==> src/rtl/frame_buf_pkg.sv <==
// frame_buf_pkg: shared types, constants and helpers for the N-buffer frame controller.
`default_nettype none

package frame_buf_pkg;

  typedef logic [1:0] wr_state_t;

  localparam wr_state_t ST_WRITE    = 2'd0;
  localparam wr_state_t ST_WAIT_BUF = 2'd1;
  localparam wr_state_t ST_HALT     = 2'd2;

  localparam int RST_WR_IDX  = 0;
  localparam int RST_RDY_IDX = 0;

  // Buffer index width; a 2-buffer store still needs one select bit.
  function automatic int sel_width(input int n);
    return (n <= 2) ? 1 : $clog2(n);
  endfunction

  // The reader starts on the highest buffer so it never collides with the writer's buffer 0.
  function automatic int rst_rd_idx(input int n);
    return n - 1;
  endfunction

endpackage

`default_nettype wire

==> src/rtl/frame_buf_ctrl_sat_counter.sv <==
// sat_counter: W-bit up counter that sticks at all-ones.
`default_nettype none

module sat_counter #(
  parameter int W = 16
) (
  input  logic         clk,
  input  logic         reset,
  input  logic         inc,
  output logic [W-1:0] out
);

  logic [W-1:0] cnt_q;

  always_ff @(posedge clk or negedge reset) begin
    if (!reset) begin
      cnt_q <= '0;
    end else if (inc && (cnt_q != {W{1'b1}})) begin
      cnt_q <= cnt_q + W'(1);
    end
  end

  assign out = cnt_q;

endmodule

`default_nettype wire

==> src/rtl/frame_buf_ctrl.sv <==
// frame_buf_ctrl: assigns writer/reader buffer indices for an N-buffer frame store,
// handing completed frames to the reader at its frame boundary.
`default_nettype none

module frame_buf_ctrl
  import frame_buf_pkg::*;
#(
  parameter int  NUM_BUFS = 3,
  parameter int  CNT_W    = 16,
  localparam int SEL_W    = sel_width(NUM_BUFS)
) (
  input  logic             clk,
  input  logic             reset,
  input  logic             mode_single,
  input  logic             arm,
  input  logic             wr_frame_end,
  input  logic             rd_frame_end,
  output logic [SEL_W-1:0] wr_sel,
  output logic [SEL_W-1:0] rd_sel,
  output logic             wr_en,
  output logic             halted,
  output logic [CNT_W-1:0] frames_written,
  output logic [CNT_W-1:0] frames_dropped
);

  logic             wr_fe_q, rd_fe_q;
  logic             wr_ev, rd_ev;
  wr_state_t        state_q, state_d;
  logic [SEL_W-1:0] wr_idx_q, wr_idx_d;
  logic [SEL_W-1:0] rd_idx_q, rd_idx_d;
  logic [SEL_W-1:0] rdy_idx_q, rdy_idx_d;
  logic             rdy_valid_q, rdy_valid_d;
  logic             wr_en_q, halted_q;
  logic             wr_done;
  logic             any_free;
  logic [SEL_W-1:0] free_idx;

  assign wr_ev = wr_frame_end & ~wr_fe_q;
  assign rd_ev = rd_frame_end & ~rd_fe_q;

  // Writer completion is folded in before the reader flip so a same-cycle
  // reader boundary picks up the frame that just finished.
  always_comb begin
    wr_done     = wr_ev && (state_q == ST_WRITE);
    rdy_idx_d   = wr_done ? wr_idx_q : rdy_idx_q;
    rdy_valid_d = wr_done | rdy_valid_q;
    rd_idx_d    = rd_idx_q;
    if (rd_ev && rdy_valid_d) begin
      rd_idx_d    = rdy_idx_d;
      rdy_valid_d = 1'b0;
    end
  end

  // Lowest-index buffer held by neither the reader nor a pending ready frame.
  always_comb begin
    any_free = 1'b0;
    free_idx = '0;
    for (int b = NUM_BUFS - 1; b >= 0; b--) begin
      if ((SEL_W'(b) != rd_idx_d) && !(rdy_valid_d && (SEL_W'(b) == rdy_idx_d))) begin
        any_free = 1'b1;
        free_idx = SEL_W'(b);
      end
    end
  end

  always_comb begin
    state_d  = state_q;
    wr_idx_d = wr_idx_q;
    case (state_q)
      ST_WRITE: begin
        if (wr_ev) begin
          if (mode_single) begin
            state_d = ST_HALT;
          end else if (any_free) begin
            wr_idx_d = free_idx;
          end else begin
            state_d = ST_WAIT_BUF;
          end
        end
      end
      ST_WAIT_BUF: begin
        if (any_free) begin
          state_d  = ST_WRITE;
          wr_idx_d = free_idx;
        end
      end
      ST_HALT: begin
        if (arm) begin
          if (any_free) begin
            state_d  = ST_WRITE;
            wr_idx_d = free_idx;
          end else begin
            state_d = ST_WAIT_BUF;
          end
        end
      end
      default: state_d = ST_WRITE;
    endcase
  end

  always_ff @(posedge clk or negedge reset) begin
    if (!reset) begin
      wr_fe_q     <= 1'b0;
      rd_fe_q     <= 1'b0;
      state_q     <= ST_WRITE;
      wr_idx_q    <= SEL_W'(RST_WR_IDX);
      rd_idx_q    <= SEL_W'(rst_rd_idx(NUM_BUFS));
      rdy_idx_q   <= SEL_W'(RST_RDY_IDX);
      rdy_valid_q <= 1'b0;
      wr_en_q     <= 1'b1;
      halted_q    <= 1'b0;
    end else begin
      wr_fe_q     <= wr_frame_end;
      rd_fe_q     <= rd_frame_end;
      state_q     <= state_d;
      wr_idx_q    <= wr_idx_d;
      rd_idx_q    <= rd_idx_d;
      rdy_idx_q   <= rdy_idx_d;
      rdy_valid_q <= rdy_valid_d;
      wr_en_q     <= (state_d == ST_WRITE);
      halted_q    <= (state_d == ST_HALT);
    end
  end

  sat_counter #(.W(CNT_W)) u_cnt_written (
    .clk   (clk),
    .reset (reset),
    .inc   (wr_done),
    .out   (frames_written)
  );

  // A frame is dropped when a new completion replaces a ready frame the reader never took.
  sat_counter #(.W(CNT_W)) u_cnt_dropped (
    .clk   (clk),
    .reset (reset),
    .inc   (wr_done && rdy_valid_q),
    .out   (frames_dropped)
  );

  assign wr_sel = wr_idx_q;
  assign rd_sel = rd_idx_q;
  assign wr_en  = wr_en_q;
  assign halted = halted_q;

endmodule

`default_nettype wire

==> config.mk <==
export PLATFORM = sky130hd
export DESIGN_NAME = frame_buf_ctrl
export DESIGN_NICKNAME = d
export VERILOG_FILES = /design/src/rtl/frame_buf_pkg.sv /design/src/rtl/frame_buf_ctrl_sat_counter.sv /design/src/rtl/frame_buf_ctrl.sv
export SDC_FILE = /design/constraint.sdc
export NUM_CORES = 1
export LEC_CHECK = 0
export ABC_AREA = 1
export BUFFER_PORTS_ARGS = -buffer_cell sky130_fd_sc_hd__buf_4
export CAP_MARGIN = 30
export CORE_AREA = 4 4 84 67
export CTS_BUF_LIST = sky130_fd_sc_hd__clkbuf_8
export CTS_CLUSTER_SIZE = 25
export DETAILED_ROUTE_END_ITERATION = 7
export DIE_AREA = 0 0 88 71
export PLACE_DENSITY = 0.71
export SETUP_SLACK_MARGIN = 0.15
export SLEW_MARGIN = 20
export SYNTH_ARGS = -nofsm -noshare
export SYNTH_HDL_FRONTEND = slang
export SYNTH_SLANG_ARGS = --single-unit
==> constraint.sdc <==
create_clock -name clk -period 4.1 [get_ports clk]
set_input_delay 0.41 -clock clk [delete_from_list [all_inputs] [get_ports clk]]
set_output_delay 0.41 -clock clk [all_outputs]
set_load 0.01 [all_outputs]
* Word level (Yosys, flattened, before mapping) *
Cells that the tools add are included.

word-level totals
  bits in registers = 45
  bits of input ports = 6
  output and inout bits = 38
  logic and storage cells = 71

operators by class
  $add $sub $neg = 2
  equality and inequality tests = 12
  multiplexer cells = 21
  bitwise logic cells = 5
  reduce and logical (&&, ||, !) cells = 20

operators by type and width
  cell                                                 number
  adder 16 x 1 -> 16 bit, second input constant        2
  != test 16 bit, second input constant                2
  two-way mux 2 bit                                    14
  case mux 2 bit (3 select lines)                      2
  logical AND 1 bit                                    11
  logical NOT 2 bit                                    3
  != test 2 bit, second input constant                 3
  two-way mux 1 bit                                    5
  equality test 2 bit, second input constant           2
  AND reduction 4 bit                                  1
  logical NOT 1 bit                                    3
  nonzero test 3 bit                                   1
  AND 1 bit                                            2
  equality test 1 x 2 -> 1 bit, first input constant   1
  equality test 2 x 1 -> 1 bit, second input constant  1
  equality test 2 bit, first input constant            1
  != test 1 x 2 -> 1 bit, first input constant         1
  != test 2 bit, first input constant                  1
  inverter 1 bit                                       2
  nonzero test 2 bit                                   1
  bitwise OR 1 bit                                     1

* Logic depth before layout (Yosys ltp) *
Gate-level depths: netlist (run 1).

  word-level depth = 17
  depth in mapped cells = 11
  mapped depth without buffers = 11

* By module *
A second synthesis (run 1) with hierarchy kept.

second synthesis, totals
  cell total of the unflattened synthesis = 382
  area, all modules = 2806.4 um^2

modules (own cells, without submodules)
  module          times used  cells each  area an instance (um^2)  seq. area each (um^2)
  sat_counter     2           149         1058.5                   400.4
  frame_buf_ctrl  1           84          689.4                    327.8

* Least setup slack after synthesis (run 1) *
Ideal clock, no wire load.

  path type = flip-flop to flip-flop
  start point = register u_cnt_dropped.cnt_q[0] (netlist: u_cnt_dropped.out[0])
  end point = register u_cnt_dropped.cnt_q[8] (netlist: u_cnt_dropped.out[8])
  setup time = 116 ps
  arrival time = 1480 ps
  data required time = 3984 ps
  slack = 2503 ps
  cell stages (with the launch flop) = 10
  path buffers = 1
  period minus slack after synthesis = 1597 ps
  path through = dfrtp_1 -> ha_1 -> nand3_1 -> nor2_2 -> nand3_1 -> nand2_2 -> inv_4 -> buf_6 -> nand2_1 -> nand2_1

on the way
  word-level cells in the longest chain between the ends = 2
  elaborated cells on any way between the ends = 3
  those cells by class = add/sub: 1; eq/ne: 1; reduce/logical: 1

RTL lines
  element                                                         RTL line                          source
  from (decl)                                                     frame_buf_ctrl_sat_counter.sv:13  logic [W-1:0] cnt_q;
  from (signal assigned)                                          frame_buf_ctrl_sat_counter.sv:19  cnt_q <= cnt_q + W'(1);
  branches (longest 2 deep; another with adder 16 x 1 -> 16 bit)  -

Parallel ways; which one is timed is not known.
A chain may end at the register's enable or synchronous reset.

* Worst setup path after layout (run 1) *
  start point = register u_cnt_dropped.cnt_q[0] (netlist: u_cnt_dropped.out[0])
  end point = register u_cnt_dropped.cnt_q[1] (netlist: u_cnt_dropped.out[1])

Same word-level chain as after synthesis.

==> run metrics, run 1 <==
status finished clean; Final Util 0.587; Req. time, crit path around 4300 ps; Post-synth top cells 85 x nand2_1, 43 x dfrtp_1, 37 x inv_1; CP max stage cell dfrtp_1; Worst setup startpoint u_cnt_dropped.out[0]; Synth Register Bits 45; Worst path max stage delay 450 ps; root buf cell clkbuf_8; Most Frequent Cell on Critical Path nand3_1; DRT iter0 DRCs 79; CTS clk-pin slew, worst paths 80 ps; Hold Vio Cnt, Final 0; total wire length around 4.7 mm; # port buffers 43; async set-reset flop share out of synthesis 1.00; kind of critical path reg2reg; GRT Util Overall 0.169; Pwr Density 435 mW/mm2; setup TNS 0 ps; Int Pwr 0.000812 W; cts bufs inserted 5; post-CTS setup buffers 0; Levels on crit path 8; Finished Layout Cells 396; via count 1,895; Die Y 71 um; syn avg cell area about 8.1 um2; largest net degree at the start of global routing 46; CP bufs+invs 1; Final Cell Area 0.00280 mm2; Antenna Nets Post-Route 0; Setup violations, final 0; fin crit share 0.448; RSZ-0062 raised after global routing no; skew final 3.78 ps; Worst Tran Pin Value roughly 550 ps; maximum VDD drop 0.000241 V; Worst-Skew Late Latency 290 ps; endpoint of the worst setup timing path u_cnt_dropped.out[1]; Slew headroom 0.631; Syn Inst Count 288; H-Tree Depth 2; ranking of synthesized cells by area dfrtp_1 46%, nand2_1 14%, inv_1 5.9%; Gate power share 0.284; hold_ws 103 ps; crit-path max FO 16; part of the power in registers 0.491; CTS sink cnt 45; first-pass GRT wire length around 8.4 mm; Total Nets Final 343; Sw Share 0.332; Yosys warning total 0; Hold-fix buffers, CTS 0; # DRC 0; arrival time at the worst endpoint 2010 ps; Synth cell types 26; largest area contributor in the netlist dfrtp_1; worst r2r path cells 8; final slew viol count 0; Starting Density 0.491; Core Rows 22; drt wl/cell ~12 um; via/cell ratio 4.79; hpwl dp 3.56 mm; Clock Tree Buf Depth 2; width of the die 88 um; clock network fraction of total power 0.225; DP Area around 0.0027 mm2; Placed Cells approximately 390; FILL cells 446; Worst Hold Class in2async; top-count cell post-synth nand2_1; final critical delay including setup and external delays 1840 ps; Worst setup SP type flip-flop; core footprint 0.00476 mm2; Remaining Overflow, GRT 0; reg-to-reg endpoint u_cnt_dropped.out[1]; area grow syn2layout 19.6%; Resize count post-CTS 0; area share of the largest cell type after synthesis 0.460; TritonCTS clock tree yes; maxcap violations 0; # IOs 44; Die Area approximately 0.0062 mm2; sequential fraction of the synthesis area 0.483; antenna fix cells 0; routability cong. roughly 0.9; reg2reg setup slack 2260 ps; post-synth design cell area around 0.0023 mm2; critical path, cell by cell ha_1 -> nand3_1 -> nor2_2 -> nand3_1 -> nand2_2 -> inv_4 -> nand2_1 -> o21ai_0; Leak 1.42 nW; vias in the first global route between 1,500 and 2,000; DRT Pass-1 Iters 4; initial antenna violation count 0; switching pwr 0.000404 W; Max Clock Freq between 0.5 and 0.6 GHz; Synth Flop Type dfrtp_1; layout cells sized above 1 0.179; Crit path max-delay family simple AND/OR/NAND/NOR gates; CP endpoint kind flip-flop; Post-synth EDFFs 0; Critical R2R Launch u_cnt_dropped.out[0]; syn_nets ~300
==> cells in the final DEF, fill, tap and decap left out, types with 2 or more instances in the layout <==
master | netlist | routed
dfrtp_1 | 43 | 43
dfstp_2 | 2 | 2
nor2_2 | 2 | 2
nor2_1 | 23 | 23
xnor2_1 | 15 | 15
nand4_1 | 7 | 7
nand3_1 | 19 | 19
a21oi_1 | 2 | 2
clkbuf_8 | 0 | 6
nand2_2 | 3 | 3
inv_1 | 37 | 39
buf_4 | 1 | 43
xor2_1 | 13 | 13
nor3_1 | 7 | 7
nand3b_1 | 2 | 2
o21ai_0 | 13 | 13
o21ai_1 | 2 | 2
ha_1 | 2 | 2
nand2_1 | 85 | 85
o21ai_2 | 2 | 2
==> metal layers <==
metal	wire length, um	global-route usage	part of all wire	up-vias
met5	0	0	0	-
met4	48	0.0494	0.010	0
met3	200	0.0419	0.042	5
met2	2050	0.249	0.43	30
met1	2440	0.244	0.52	870
li1	-	-	-	990
==> cell type report <==
type                    instances  area (um2)  area share
repair buffers                 43         323       0.115
well taps                      60        75.1      0.0268
flip-flops and latches         45        1130       0.404
clock inverters                 2        7.51     0.00268
multi-input cells             202        1030       0.370
inverters                      38         145      0.0519
clock buffers                   6        82.6      0.0295
==> sequential cells by signal, summed over array words and instances, names as in the netlist <==
signal             count
halted                 1
rd_fe_q                1
rd_sel                 2
rdy_idx_q              2
rdy_valid_q            1
state_q                2
u_cnt_dropped.out     16
u_cnt_written.out     16
wr_en                  1
wr_fe_q                1
wr_sel                 2
==> worst min-delay path by stage <==
stage,end,from,slack [ps]
after global placement,u_cnt_dropped.out[1],reset,440
final,u_cnt_dropped.out[1],reset,100
after global routing,u_cnt_dropped.out[1],reset,150
after detailed placement,u_cnt_dropped.out[1],reset,450
after floorplan,halted,reset,110
after CTS,u_cnt_dropped.out[1],reset,130
==> power groups by stage <==
stage | combinational (W) | sequential [W] | clock (W)
floorplan | 0.000171 | 0.000624 | 0
global placement | 0.000347 | 0.000603 | 0
detailed placement | 0.000349 | 0.000605 | 0
CTS | 0.000351 | 0.000597 | 0.000280
global route | 0.000389 | 0.000612 | 0.000296
finish | 0.000345 | 0.000597 | 0.000274
==> metrics by stage <==
| stage | setup slack, ps | total power, W |
|---|---|---|
| floorplan | 2500 | 0.000795 |
| global placement | 2410 | 0.000950 |
| detailed placement | 2270 | 0.000954 |
| CTS | 2260 | 0.00123 |
| global route | 2060 | 0.00130 |
| finish | 2260 | 0.00122 |
==> worst register-to-register path, stage by stage (launching register included) <==
cell,delay [ps]
dfrtp_1,450
ha_1,240
nand3_1,170
nor2_2,180
nand3_1,120
nand2_2,260
inv_4,150
nand2_1,80
o21ai_0,70
==> cells by family (layout without fill, tap and decap cells) <==
family	Yosys count	after routing	synth area share
compound gates	19	19	0.0439
fa+ha+maj	2	2	0.0107
simple gates	151	151	0.277
other cells	1	1	0.00160
xor+xnor	28	28	0.105
mux	1	1	0.00428
flops	45	45	0.483
buf+inv	41	89	0.0749
Note: power is estimated with default switching activity, not from simulation.
==> inputs of run 2 (changes only) <==
PLACE_DENSITY = 0.74   (was 0.71)
clock period = 1.6 ns   (was 4.1 ns; I/O delays follow)
==> run 2 against run 1 <==
  * First-iteration DRC count is 140% higher
  * Clock power grew to 3.2 times the previous value
  * Clock skew is 4.3 ps higher
  * Die area stayed put
  * Via count is 13% higher
  * Register-to-register slack worse by 2100 ps
  * Final cell count is 8.1% higher
  * Sequential share of layout area is 6.9 points lower
  * Routed wire length is 25% higher
  * Core utilization is 12 points higher
  * Count of clock-buffer cells in the layout stayed put
  * Non-clock buffer count is 31 higher
==> run metrics, run 2 (synthesis gave the netlist of run 1 again) <==
status finished clean; largest net degree at the start of global routing 46 (unchanged); Die Y 71 um (unchanged); # DRC 0 (unchanged); vias in the first global route 1,930 (+5.2%); total wire length 5.92 mm (+25%); routability cong. 0.866 (-5.8%); Gate power share 0.350 (+0.066); DRT Pass-1 Iters 7 (+3); Int Pwr 0.00247 W (+200%); reg-to-reg endpoint u_cnt_written.out[10]; TritonCTS clock tree yes; final slew viol count 0 (unchanged); antenna fix cells 0 (unchanged); Worst setup SP type flip-flop; Worst Hold Class in2reg; Most Crowded Layer GR met2; # IOs 44 (unchanged); CTS sink cnt 45 (unchanged); area grow syn2layout 44.6%; setup TNS 0 ps (unchanged); Total Nets Final 375 (+9.3%); clock network fraction of total power 0.235 (+0.010); part of the power in registers 0.415 (-0.076); Max Clock Freq 0.676 GHz (+24%); Starting Density 0.491 (unchanged); Die Area 0.00625 mm2 (unchanged); met1 Use GR 0.264 (+0.0202); most common cell after layout, fill and taps aside buf_4; width of the die 88 um (unchanged); crit-path max FO 4 (-12); RSZ-0062 raised after global routing yes; via count 2,149 (+13%); Hold Path End halted; fin worst setup slack 121 ps (-2140 ps); initial antenna violation count 0 (unchanged); arrival time at the worst endpoint 1660 ps (-350 ps); skew final 8.03 ps (+4.26 ps); Pwr Density 1110 mW/mm2 (+160%); Leak 1.66 nW (+17%); pre-CTS WS 72.7 ps (-2200 ps); Sw Share 0.341 (+0.00866); CTS clk-pin slew, worst paths 80 ps (about the same); Antenna Nets Post-Route 0 (unchanged); Setup violations, final 0 (unchanged); met3 GRT Util 0.0512 (+0.00931); Worst-Skew Late Latency 300 ps (about the same); first-pass GRT wire length 8.89 mm (+5.5%); Core Rows 22 (unchanged); Worst Tran Pin Value 555 ps (+1.01 ps); Slew headroom 0.630 (-0.000670); Critical R2R Launch u_cnt_written.out[0]; maximum VDD drop 0.000790 V (+230%); final critical delay including setup and external delays 1480 ps (-359 ps); Req. time, crit path 1780 ps (-2490 ps); GRT Util Overall 0.181 (+0.0120); root buf cell clkbuf_8; Hold Vio Cnt, Final 0 (unchanged); cts bufs inserted 5 (unchanged); GR Layer Usage met2 0.268 (+0.0184); Clock Tree Buf Depth 2 (unchanged); # port buffers 43 (unchanged); hold depth 3; kind of critical path reg2reg; switching pwr 0.00128 W (+220%); layout cells sized above 1 0.416 (+0.237); maxcap violations 0 (unchanged); via/cell ratio 5.02 (+4.9%); CP endpoint kind flip-flop; reg2reg setup slack 120 ps (-2140 ps); worst r2r path cells 6 (-2); fin crit share 0.924 (+0.476); drt wl/cell 13.8 um (+15%); hpwl dp 3.85 mm (+8.3%); Remaining Overflow, GRT 0 (unchanged); FILL cells 352 (-21%); DRT iter0 DRCs 193 (+140%); core footprint 0.00476 mm2 (unchanged); most frequent cells in the layout 67 x buf_4, 56 x nand2_1, 40 x dfrtp_1; H-Tree Depth 2 (unchanged); worst hold path startpoint mode_single
-- run 2: worst max path at each step --
stage	start	endpoint	slack, ps	depth (start not counted)
6_report	u_cnt_written.out[0]	u_cnt_written.out[10]	120	6
4_1_cts	u_cnt_written.out[1]	u_cnt_written.out[14]	130	6
2_1_floorplan	u_cnt_written.out[0]	u_cnt_written.out[3]	150	8
5_1_grt	u_cnt_written.out[0]	u_cnt_written.out[13]	10	6
3_5_place_dp	u_cnt_dropped.out[0]	u_cnt_dropped.out[1]	70	8
3_3_place_gp	u_cnt_written.out[0]	u_cnt_written.out[9]	120	8
-- run 2: stage by stage --
step                hold slack (ps)  total power [W]  area, um2  utilization  instances
floorplan                      -136          0.00210       2380            -        288
global placement                193          0.00254       2850        0.598        401
detailed placement              195          0.00258       2850        0.598        401
CTS                             145          0.00351       3060        0.643        415
global route                    189          0.00398       3380        0.710        428
finish                          147          0.00375       3380        0.710        428
-- run 2: repair_timing --
action                                  4_1_cts  5_1_grt
buffers inserted                              3       12
hold buffers                                  3        0
pin swaps                                     4       20
gates cloned                                  0        1
gates resized for setup                      15       70
endpoints found under the hold margin        45        0
endpoints found under the setup margin       25       30
-- run 2: per-layer routing --
metal,vias up,part of all wire
met5,-,0
met4,0,0.010
li1,1057,-
met1,1012,0.47
met3,8,0.054
met2,72,0.46
-- run 2: power groups by stage --
| stage | Sequential [W] | Combinational, W | Clock (W) |
|---|---|---|---|
| after floorplan | 0.00163 | 0.000470 | 0 |
| after detailed placement | 0.00157 | 0.00101 | 0 |
| after global routing | 0.00159 | 0.00142 | 0.000967 |
| after CTS | 0.00154 | 0.00107 | 0.000901 |
| after global placement | 0.00156 | 0.000980 | 0 |
| final | 0.00156 | 0.00131 | 0.000883 |
-- run 2: cell type report --
cell class | instances | area (um2) | share of cell area
Clock buffer | 6 | 82.6 | 0.0244
Timing Repair Buffer | 74 | 578 | 0.171
Multi-Input combinational cell | 202 | 1320 | 0.389
Tap cell | 60 | 75.1 | 0.0222
Inverter | 38 | 155 | 0.0459
Sequential cell | 45 | 1130 | 0.335
Timing Repair inverter | 1 | 8.76 | 0.00259
Clock inverter | 2 | 33.8 | 0.00999
-- run 2: worst max-delay path: stages, from the launching register on --
cell and delay (ps):
dfrtp_1 380, ha_2 220, nand3_2 110, nand3b_1 260, nor2_4 210, nand2_2 70
xnor2_1 120
==> inputs of run 3 (changes only) <==
ABC_AREA = unset   (was 1)
CORE_AREA = 4 4 81 64   (was 4 4 84 67)
DIE_AREA = 0 0 85 68   (was 0 0 88 71)
PLACE_DENSITY = 0.75   (was 0.74)
==> run 3 against run 2 <==
  * Register-to-register slack lost 470 ps
  * Via count fell by 11%
  * Synthesized area fell by 8.7%
  * Fmax is 24% lower
  * Sequential share of layout area increased by 0.25 points
  * Largest cell class unchanged
  * The run now ends with setup timing left
  * Count of clock-buffer cells in the layout decreased by 1
  * Synthesized cell count decreased by 34%
==> run metrics, run 3 <==
Worst-Skew Late Latency 310 ps (about the same); Setup violations, final 34 (+34); root buf cell clkbuf_8; Final Cell Area 0.00334 mm2 (-1.1%); async set-reset flop share out of synthesis 1.00 (unchanged); most common cell after layout, fill and taps aside buf_4; largest net degree at the start of global routing 46 (unchanged); syn avg cell area 11.2 um2 (+38%); RSZ-0062 raised after global routing yes; Slew headroom 0.626 (-0.00393); maximum VDD drop 0.000832 V (+5.3%); top-count cell post-synth dfrtp_1; total wire length 5.89 mm (-0.46%); CTS clk-pin slew, worst paths 80 ps (about the same); via count 1,923 (-11%); Req. time, crit path 1790 ps (about the same); Worst Hold Class in2reg; failing checks setup timing; Synth Flop Type dfrtp_1; Die Y 68 um (-4.2%); fin worst setup slack -352 ps (-473 ps); drt wl/cell 16.3 um (+18%); Synth cell types 40 (+54%); DP Area 0.00305 mm2 (+7.0%); Core Rows 21 (-4.5%); Register Area 0.00113 mm2 (-0.33%); Worst setup SP type flip-flop; core footprint 0.00439 mm2 (-7.9%); DRT iter0 DRCs 116 (-40%); ranking of synthesized cells by area dfrtp_1 50%, xnor2_1 9.4%, nand3_1 3.5%; largest area contributor in the netlist dfrtp_1; post-synth design cell area 0.00214 mm2 (-8.7%); reg-to-reg endpoint u_cnt_written.out[13]; Post-synth top cells 43 x dfrtp_1, 23 x xnor2_1, 17 x nand2_1; reg2reg setup slack -350 ps (-470 ps); # port buffers 43 (unchanged); CP endpoint kind flip-flop; final critical delay including setup and external delays 1950 ps (+473 ps); area grow syn2layout 56.6%; hold depth 2 (-1); Remaining Overflow, GRT 0 (unchanged); GRT Util Overall 0.213 (+0.0327); Worst setup startpoint state_q[1]; crit-path max FO 3 (-1); status complete, but fails checks; antenna fix cells 0 (unchanged); initial antenna violation count 0 (unchanged); DRT Pass-1 Iters 4 (-3); hpwl dp 4.13 mm (+7.1%); maxcap violations 0 (unchanged); Max Clock Freq 0.512 GHz (-24%); Hold Vio Cnt, Final 0 (unchanged); # IOs 44 (unchanged); Leak 1.68 nW (+1.1%); kind of critical path reg2reg; worst r2r path cells 7 (+1); final slew viol count 0 (unchanged); multi-input logic area 0.00117 mm2 (-11%); # DRC 0 (unchanged); H-Tree Depth 2 (unchanged); pre-CTS WS -425 ps (-498 ps); FILL cells 288 (-18%); cts bufs inserted 5 (unchanged); width of the die 85 um (-3.4%); skew final 9.49 ps (+1.45 ps); Pwr Density 975 mW/mm2 (-12%); Starting Density 0.487 (-0.00433); setup TNS -7550 ps (-7550 ps); first-pass GRT wire length 9.42 mm (+5.9%); Die Area 0.00578 mm2 (-7.5%); vias in the first global route 1,994 (+3.3%); Worst Tran Pin Value 561 ps (+5.89 ps); layout cells sized above 1 0.520 (+0.104); CTS sink cnt 45 (unchanged); syn_nets 198 (-33%); Critical R2R Launch state_q[1]; Syn Inst Count 190 (-34%); Antenna Nets Post-Route 0 (unchanged); arrival time at the worst endpoint 2140 ps (+480 ps); Yosys warning total 0 (unchanged); area share of the largest cell type after synthesis 0.504 (+0.0437); via/cell ratio 5.33 (+6.1%); Hold Path End wr_fe_q; Total Nets Final 311 (-17%); hold_ws 92.4 ps (-54.5 ps); routability cong. 0.848 (-2.1%); worst hold path startpoint wr_frame_end; Post-synth EDFFs 0 (unchanged); Clock Tree Buf Depth 2 (unchanged); sequential fraction of the synthesis area 0.528 (+0.0458); TritonCTS clock tree yes; most frequent cells in the layout 94 x buf_4, 43 x dfrtp_1, 20 x xnor2_1; fin crit share 1.22 (+0.296); Final Util 0.762 (+0.0523); Synth Register Bits 45 (unchanged)
[run 3: cell count changes after synthesis, moves of 3 or more]
cell / before / now
nor3b_1: 0 / 3
o21ai_0: 13 / 2
xnor2_1: 15 / 23
o21a_1: 0 / 3
nand2b_1: 0 / 4
nand2_1: 85 / 17
nand3_1: 19 / 15
mux2_2: 0 / 3
nor2_1: 23 / 8
xor2_1: 13 / 5
inv_1: 37 / 6
and3_1: 1 / 8
nand2_2: 3 / 0
[run 3: worst max-delay path by stage]
| stage | endpoint | slack, ps | depth (start not counted) |
|---|---|---|---|
| after floorplan | wr_sel[1] | -340 | 6 |
| after global routing | u_cnt_written.out[15] | -520 | 7 |
| after CTS | u_cnt_written.out[13] | -300 | 7 |
| final | u_cnt_written.out[13] | -350 | 7 |
| after global placement | wr_sel[1] | -330 | 5 |
| after detailed placement | wr_sel[1] | -430 | 5 |
[run 3: timing repair]
action	4_1_cts	5_1_grt
resized for setup	15	20
pin swaps	26	23
hold endpoints to repair	44	0
setup buffers	4	1
hold buffers	2	0
endpoints found under the setup margin	39	39
[run 3: stage by stage]
step | instances | total power, W
after floorplan | 190 | 0.00190
after global placement | 346 | 0.00241
after detailed placement | 346 | 0.00244
after CTS | 360 | 0.00322
after global routing | 361 | 0.00345
final | 361 | 0.00326
[run 3: critical path, cell delays in order (launching register included)]
cell	delay (ps)
dfrtp_1	420
buf_6	140
nor4b_4	350
buf_4	200
nand4_1	170
nor3b_2	290
nand3_1	130
xnor2_1	140
[run 3: cells by family (layout without fill, tap and decap cells)]
logic type,Yosys count,in the layout,synth area share
AOI/OAI and AO/OA,18,18,0.0726
xor gates and xnor gates,28,28,0.115
adders and majority gates,2,2,0.0117
buffers and inverters,8,122,0.0152
DFF,45,45,0.528
muxes,7,7,0.0392
other,1,1,0.00176
and+or+nand+nor,81,81,0.216
[run 3: area by class of cell]
type                    instances  area share
clock inverters                 3     0.00412
flip-flops and latches         45       0.337
repair buffers                108       0.260
multi-input cells             137       0.350
inverters                       6     0.00673
well taps                      57      0.0213
clock buffers                   5      0.0206
[run 3: report_power, final]
part	total (W)	internal [W]	switching (W)
Combinational	0.00110	0.000631	0.000469
Sequential	0.00148	0.00130	0.000175
Clock	0.000685	0.000297	0.000388
Total	0.00326	0.00223	0.00103
[run 3: layer usage]
metal,vias up,GRT usage,part of all wire
met5,-,0,0
met3,12,0.0590,0.045
li1,901,-,-
met4,0,0.107,0.025
met2,56,0.359,0.50
met1,954,0.256,0.43
